`src/rtl/wb_pkg.sv`:
```
// Shared defaults and entry layout for the write-back queue.
// The entry struct describes the default configuration; the queue itself is width-parameterized.
package wb_pkg;

   localparam int N_DEFAULT     = 16;
   localparam int R_DEFAULT     = 3;
   localparam int DEPTH_DEFAULT = 4;

   typedef struct packed {
      logic [R_DEFAULT-1:0] addr;
      logic [N_DEFAULT-1:0] data;
   } wb_entry_t;

endpackage

```
`src/rtl/wb_fwd_match.sv`:
```
// Youngest-match search over the occupied queue entries for one register-file read port.
// Entries are walked from oldest to youngest so the last hit wins.
module wb_fwd_match
   import wb_pkg::*;
#(
   parameter int N     = N_DEFAULT,
   parameter int R     = R_DEFAULT,
   parameter int DEPTH = DEPTH_DEFAULT
) (
   input  logic [R-1:0]             addrs [DEPTH],
   input  logic [N-1:0]             datas [DEPTH],
   input  logic [$clog2(DEPTH)-1:0] head,
   input  logic [$clog2(DEPTH):0]   count,
   input  logic [R-1:0]             ra,
   output logic                     hit,
   output logic [N-1:0]             data
);

   localparam int PW = $clog2(DEPTH);
   localparam int CW = PW + 1;

   logic [PW-1:0] idx;

   // Age offset i maps onto slot head+i; only offsets below count hold live entries.
   always_comb begin
      hit  = 1'b0;
      data = '0;
      idx  = '0;
      for (int i = 0; i < DEPTH; i++) begin
         idx = head + PW'(i);
         if ((CW'(i) < count) && (addrs[idx] == ra)) begin
            hit  = 1'b1;
            data = datas[idx];
         end
      end
   end

endmodule

```
`src/rtl/wb_queue.sv`:
```
// Write-back queue: buffers results ahead of the register-file write port and
// forwards the youngest pending value for each read address.
module wb_queue
   import wb_pkg::*;
#(
   parameter int N     = N_DEFAULT,
   parameter int R     = R_DEFAULT,
   parameter int DEPTH = DEPTH_DEFAULT
) (
   input  logic                   clk,
   input  logic                   rst,
   input  logic                   in_valid,
   output logic                   in_ready,
   input  logic [R-1:0]           in_addr,
   input  logic [N-1:0]           in_data,
   input  logic                   stall,
   output logic                   we3,
   output logic [R-1:0]           wa3,
   output logic [N-1:0]           wd3,
   input  logic [R-1:0]           ra1,
   input  logic [R-1:0]           ra2,
   output logic                   fwd1_hit,
   output logic                   fwd2_hit,
   output logic [N-1:0]           fwd1_data,
   output logic [N-1:0]           fwd2_data,
   output logic [$clog2(DEPTH):0] count
);

   localparam int PW = $clog2(DEPTH);
   localparam int CW = PW + 1;
   localparam logic [CW-1:0] FULL = CW'(DEPTH);

   logic [R-1:0]  addr_mem [DEPTH];
   logic [N-1:0]  data_mem [DEPTH];
   logic [PW-1:0] head;
   logic [PW-1:0] tail;
   logic [CW-1:0] occ;
   logic          empty;
   logic          push;
   logic          retire;

   // in_ready depends only on the occupancy register, so a full queue frees
   // space one cycle after the retire rather than accepting in the same cycle.
   assign empty    = (occ == '0);
   assign in_ready = (occ != FULL);
   assign push     = in_valid && in_ready;
   assign retire   = !rst && !empty && !stall;
   assign count    = occ;

   assign we3 = retire;
   assign wa3 = empty ? '0 : addr_mem[head];
   assign wd3 = empty ? '0 : data_mem[head];

   // Pointer and occupancy bookkeeping; reset discards every pending entry.
   always_ff @(posedge clk) begin
      if (rst) begin
         head <= '0;
         tail <= '0;
         occ  <= '0;
      end else begin
         if (push)
            tail <= tail + 1'b1;
         if (retire)
            head <= head + 1'b1;
         case ({push, retire})
            2'b10:   occ <= occ + CW'(1);
            2'b01:   occ <= occ - CW'(1);
            default: occ <= occ;
         endcase
      end
   end

   // Entry storage is not reset; occupancy alone decides which slots are live.
   always_ff @(posedge clk) begin
      if (push && !rst) begin
         addr_mem[tail] <= in_addr;
         data_mem[tail] <= in_data;
      end
   end

   wb_fwd_match #(.N(N), .R(R), .DEPTH(DEPTH)) u_fwd1 (
      .addrs (addr_mem),
      .datas (data_mem),
      .head  (head),
      .count (occ),
      .ra    (ra1),
      .hit   (fwd1_hit),
      .data  (fwd1_data)
   );

   wb_fwd_match #(.N(N), .R(R), .DEPTH(DEPTH)) u_fwd2 (
      .addrs (addr_mem),
      .datas (data_mem),
      .head  (head),
      .count (occ),
      .ra    (ra2),
      .hit   (fwd2_hit),
      .data  (fwd2_data)
   );

endmodule

```
`config.mk`:
```
export PLATFORM = sky130hd
export DESIGN_NAME = wb_queue
export DESIGN_NICKNAME = d
export VERILOG_FILES = /design/src/rtl/wb_pkg.sv /design/src/rtl/wb_fwd_match.sv /design/src/rtl/wb_queue.sv
export SDC_FILE = /design/constraint.sdc
export NUM_CORES = 1
export LEC_CHECK = 0
export ABC_AREA = 1
export CORE_UTILIZATION = 40
export DETAILED_ROUTE_END_ITERATION = 6
export PLACE_DENSITY_LB_ADDON = 0.15
export SLEW_MARGIN = 40
export SYNTH_ARGS = -nofsm -noshare
export SYNTH_HDL_FRONTEND = slang
export SYNTH_HIERARCHICAL = 1
export SYNTH_SLANG_ARGS = --single-unit
```
`constraint.sdc`:
```
create_clock -name clk -period 4 [get_ports clk]
set_input_delay 0.8 -clock clk [delete_from_list [all_inputs] [get_ports clk]]
set_output_delay 0.8 -clock clk [all_outputs]
set_load 0.05 [all_outputs]
```
==> metrics.csv <==
metric,value,unit
status,completed,
Via-to-Cell Ratio,5.05,
top post-synthesis cells by area,"nand2_1, edfxtp_1, o21ai_0, nand3_1, inv_1",
fin. max-slew vios,0,
Layout Nets,1677,
placed instance count,1913,
cell taking the most area after synthesis,nand2_1,
Syn Nets,1653,
Post-synth EDFFs,76,
area delta synth->final,16.9,%
first-pass GRT wire length,44.5,mm
startpoint types,register,
share of cells above drive strength 1,0.0893,
RSZ-0062 raised after global routing,no,
chip width,154,um
Setup Skew,0.0122,ns
worst min-delay path class,register to register,
Synth top area share,0.291,
Ant. Diodes,0,
min-delay src,tail[1]$_SDFFE_PP0P_,
Netlist cell types,32,
Comb pwr share,0.497,
"FF+latch count, synth",83,
DP Wirelength,21.5,mm
Die ar.,23600,um^2
largest family of logic cells by synthesized area,simple AND/OR/NAND/NOR gates,
wire per inst,14.7,um
Synth Area in Adders,0.00897,
worst reg2reg endpoint,data_mem[60]$_DFFE_PP_,
"Max FO, Critical Path",26,
largest net degree at the start of global routing,114,
post-synthesis sequential area ratio,0.263,
Routed Wire Length,28.4,mm
Setup crit end kind,output pin,
switching part of the total,0.429,
GRT Total Usage,0.239,
DRT antenna net count,0,
Site Rows,55,
Sink Count,83,
GPL Wtd Cong,0.921,
"Clk pin slew, worst setup/hold paths",0.07,ns
fin cells,1932,
internal power,2.23,mW
syn avg cell area,5.69,um^2
Clk pwr share,0.233,
R2R setup slack,1.79,ns
initial core utilization,0.407,
hold endpoint,tail[1]$_SDFFE_PP0P_,
RR Startpoint,count[1]$_SDFFE_PP0P_,
first drt pass iteration count,6,
Worst EP arrival,2.84,ns
Seq pwr share,0.270,
Synth Warn #,6,
Initial DRC Count,1028,
TritonCTS Buffers,9,
final period demand of the worst path,3.64,ns
Final period util,0.910,
NetSw,1.68,mW
hold depth,2,
DRC Markers,0,
top_reg_cell synth,edfxtp_1,
Leak,5.28,nW
Max Buffers Root-to-Sink,2,
GRT overflow,0,
Compound-Gate Fraction of Synth Area,0.149,
Boundary Pins,87,
Die Ht,154,um
Via Count,9762,
CORE AREA,22600,um^2
# port buffers,86,
post-synthesis mux area share,0.00217,
clk_lat worst skew,0.34,ns
critical path type,register to output pin,
Cell Pwr Density,363,nW/um^2
Synth Instances,1618,
initial antenna violation count,0,
clk root buf,clkbuf_16,
simple-gate share of the synthesized area,0.447,
H-tree depth,3,
Slew headroom,0.473,
f_max,275,MHz
Register-to-Register Path Depth,5,
max cap viols,0,
XOR/XNOR share of the synthesized area,0.00190,
Final Hold Viols,0,
async set or reset register ratio after synthesis,0,
vias in the first global route,8140,
endpoints failing setup,0,
VDD IR max,387,uV
CTS tree,built,
TNS Setup,0,ns
transition time of the tightest slew-check pin,0.788,ns
synthesized area,9210,um^2
Required @ worst endpoint,3.20,ns
[area by class of cell]
type	count	area (um^2)
Tap cell	285	357
Clock buffer	11	253
Multi-Input combinational cell	1277	5610
Clock inverter	5	85.1
Inverter	160	606
Fill cell	2384	11900
Timing Repair Buffer	111	1430
Sequential cell	83	2430
[cell usage after synthesis, types with 15 or more instances]
cell,count
nand2_1,714
o21ai_0,221
nand3_1,142
inv_1,134
nor2_1,105
edfxtp_1,76
clkbuf_1,31
buf_2,27
a21oi_1,26
inv_2,24
nand2_2,19
buf_6,15
[cell usage in the layout (no fill, tap or decap), types with 2 or more instances in the layout]
cell type / count
a21oi_1: 26
a21oi_2: 6
buf_12: 37
buf_4: 22
bufinv_16: 2
clkbuf_16: 9
clkbuf_8: 2
clkdlybuf4s50_1: 50
clkinv_4: 2
dfxtp_1: 5
dfxtp_4: 2
edfxtp_1: 76
ha_1: 5
inv_1: 134
inv_2: 24
inv_4: 2
mux2i_1: 2
nand2_1: 714
nand2_2: 19
nand2_4: 4
nand3_1: 142
nand3b_1: 3
nand4_1: 2
nor2_1: 104
nor2_4: 7
nor2_8: 2
o21ai_0: 221
o21ai_1: 11
o21bai_1: 2
or2_2: 2
xor2_1: 2
[logic make-up after synthesis]
| family | after synthesis |
|---|---|
| AOI/OAI and AO/OA | 267 |
| xor gates and xnor gates | 2 |
| adders and majority gates | 6 |
| buffers and inverters | 258 |
| DFF | 83 |
| muxes | 2 |
| and+or+nand+nor | 1000 |
[sequential cells by signal, indices dropped and copies added, names as in the netlist]
| register | count |
|---|---|
| head | 2 |
| addr_mem | 12 |
| tail | 2 |
| data_mem | 64 |
| count | 3 |
[worst max-delay path, stage by stage, from the launching register on]
cell,delay [ns]
dfxtp_4,0.55
inv_2,0.21
nand2_1,0.11
nand2_1,0.19
nand2_1,0.15
nand2_1,0.07
nand2_1,0.07
nand2_2,0.08
nor2_8,0.24
nand2_4,0.20
nand2_1,0.11
nand3_1,0.08
a21oi_2,0.24
buf_12,0.17
[per-layer routing]
| metal | part of all wire | up-vias | GRT usage |
|---|---|---|---|
| met2 | 0.40 | 326 | 0.336 |
| met5 | 0 | - | 0 |
| met1 | 0.51 | 4255 | 0.381 |
| li1 | - | 5161 | - |
| met4 | 0.010 | 0 | 0.0529 |
| met3 | 0.080 | 20 | 0.0268 |
[power groups by stage]
stage / clock network, mW / registers [mW] / logic, mW
2_1_floorplan: 0 / 1.05 / 1.32
3_3_place_gp: 0 / 1.08 / 1.91
3_5_place_dp: 0 / 1.08 / 1.92
4_1_cts: 0.921 / 1.06 / 1.92
5_1_grt: 0.953 / 1.06 / 2.12
6_report: 0.912 / 1.05 / 1.94
[what timing repair did]
| item | in CTS | in global routing |
|---|---|---|
| hold endpoints to repair | 0 | 0 |
| hold buffers | 0 | 0 |
| setup endpoints to repair | 0 | 32 |
| resized for setup | 0 | 1 |
| buffers inserted | 0 | 3 |
[stage by stage]
step | power [mW] | hold WS, ns | utilization | worst slack, ns | instance area, um^2
floorplan | 2.37 | 0.497 | - | 1.06 | 9210
global placement | 2.98 | 0.513 | 0.459 | 0.451 | 10400
detailed placement | 2.99 | 0.515 | 0.459 | 0.439 | 10400
CTS | 3.90 | 0.525 | 0.474 | 0.168 | 10700
global route | 4.13 | 0.561 | 0.476 | 0.0764 | 10800
finish | 3.91 | 0.520 | 0.476 | 0.359 | 10800
[worst max path at each step]
| stage | slack [ns] | from | cells past startpoint | to |
|---|---|---|---|---|
| 6_report | 0.36 | head[1]$_SDFFE_PP0P_ | 13 | fwd2_data[14] |
| 3_5_place_dp | 0.44 | ra1[1] | 10 | fwd1_data[10] |
| 5_1_grt | 0.08 | head[0]$_SDFFE_PP0P_ | 15 | fwd1_data[10] |
| 3_3_place_gp | 0.45 | ra1[1] | 10 | fwd1_data[4] |
| 4_1_cts | 0.17 | head[1]$_SDFFE_PP0P_ | 16 | fwd2_data[1] |
| 2_1_floorplan | 1.06 | head[0]$_SDFFE_PP0P_ | 16 | fwd1_data[14] |
Note: power is estimated with default switching activity, not from simulation.
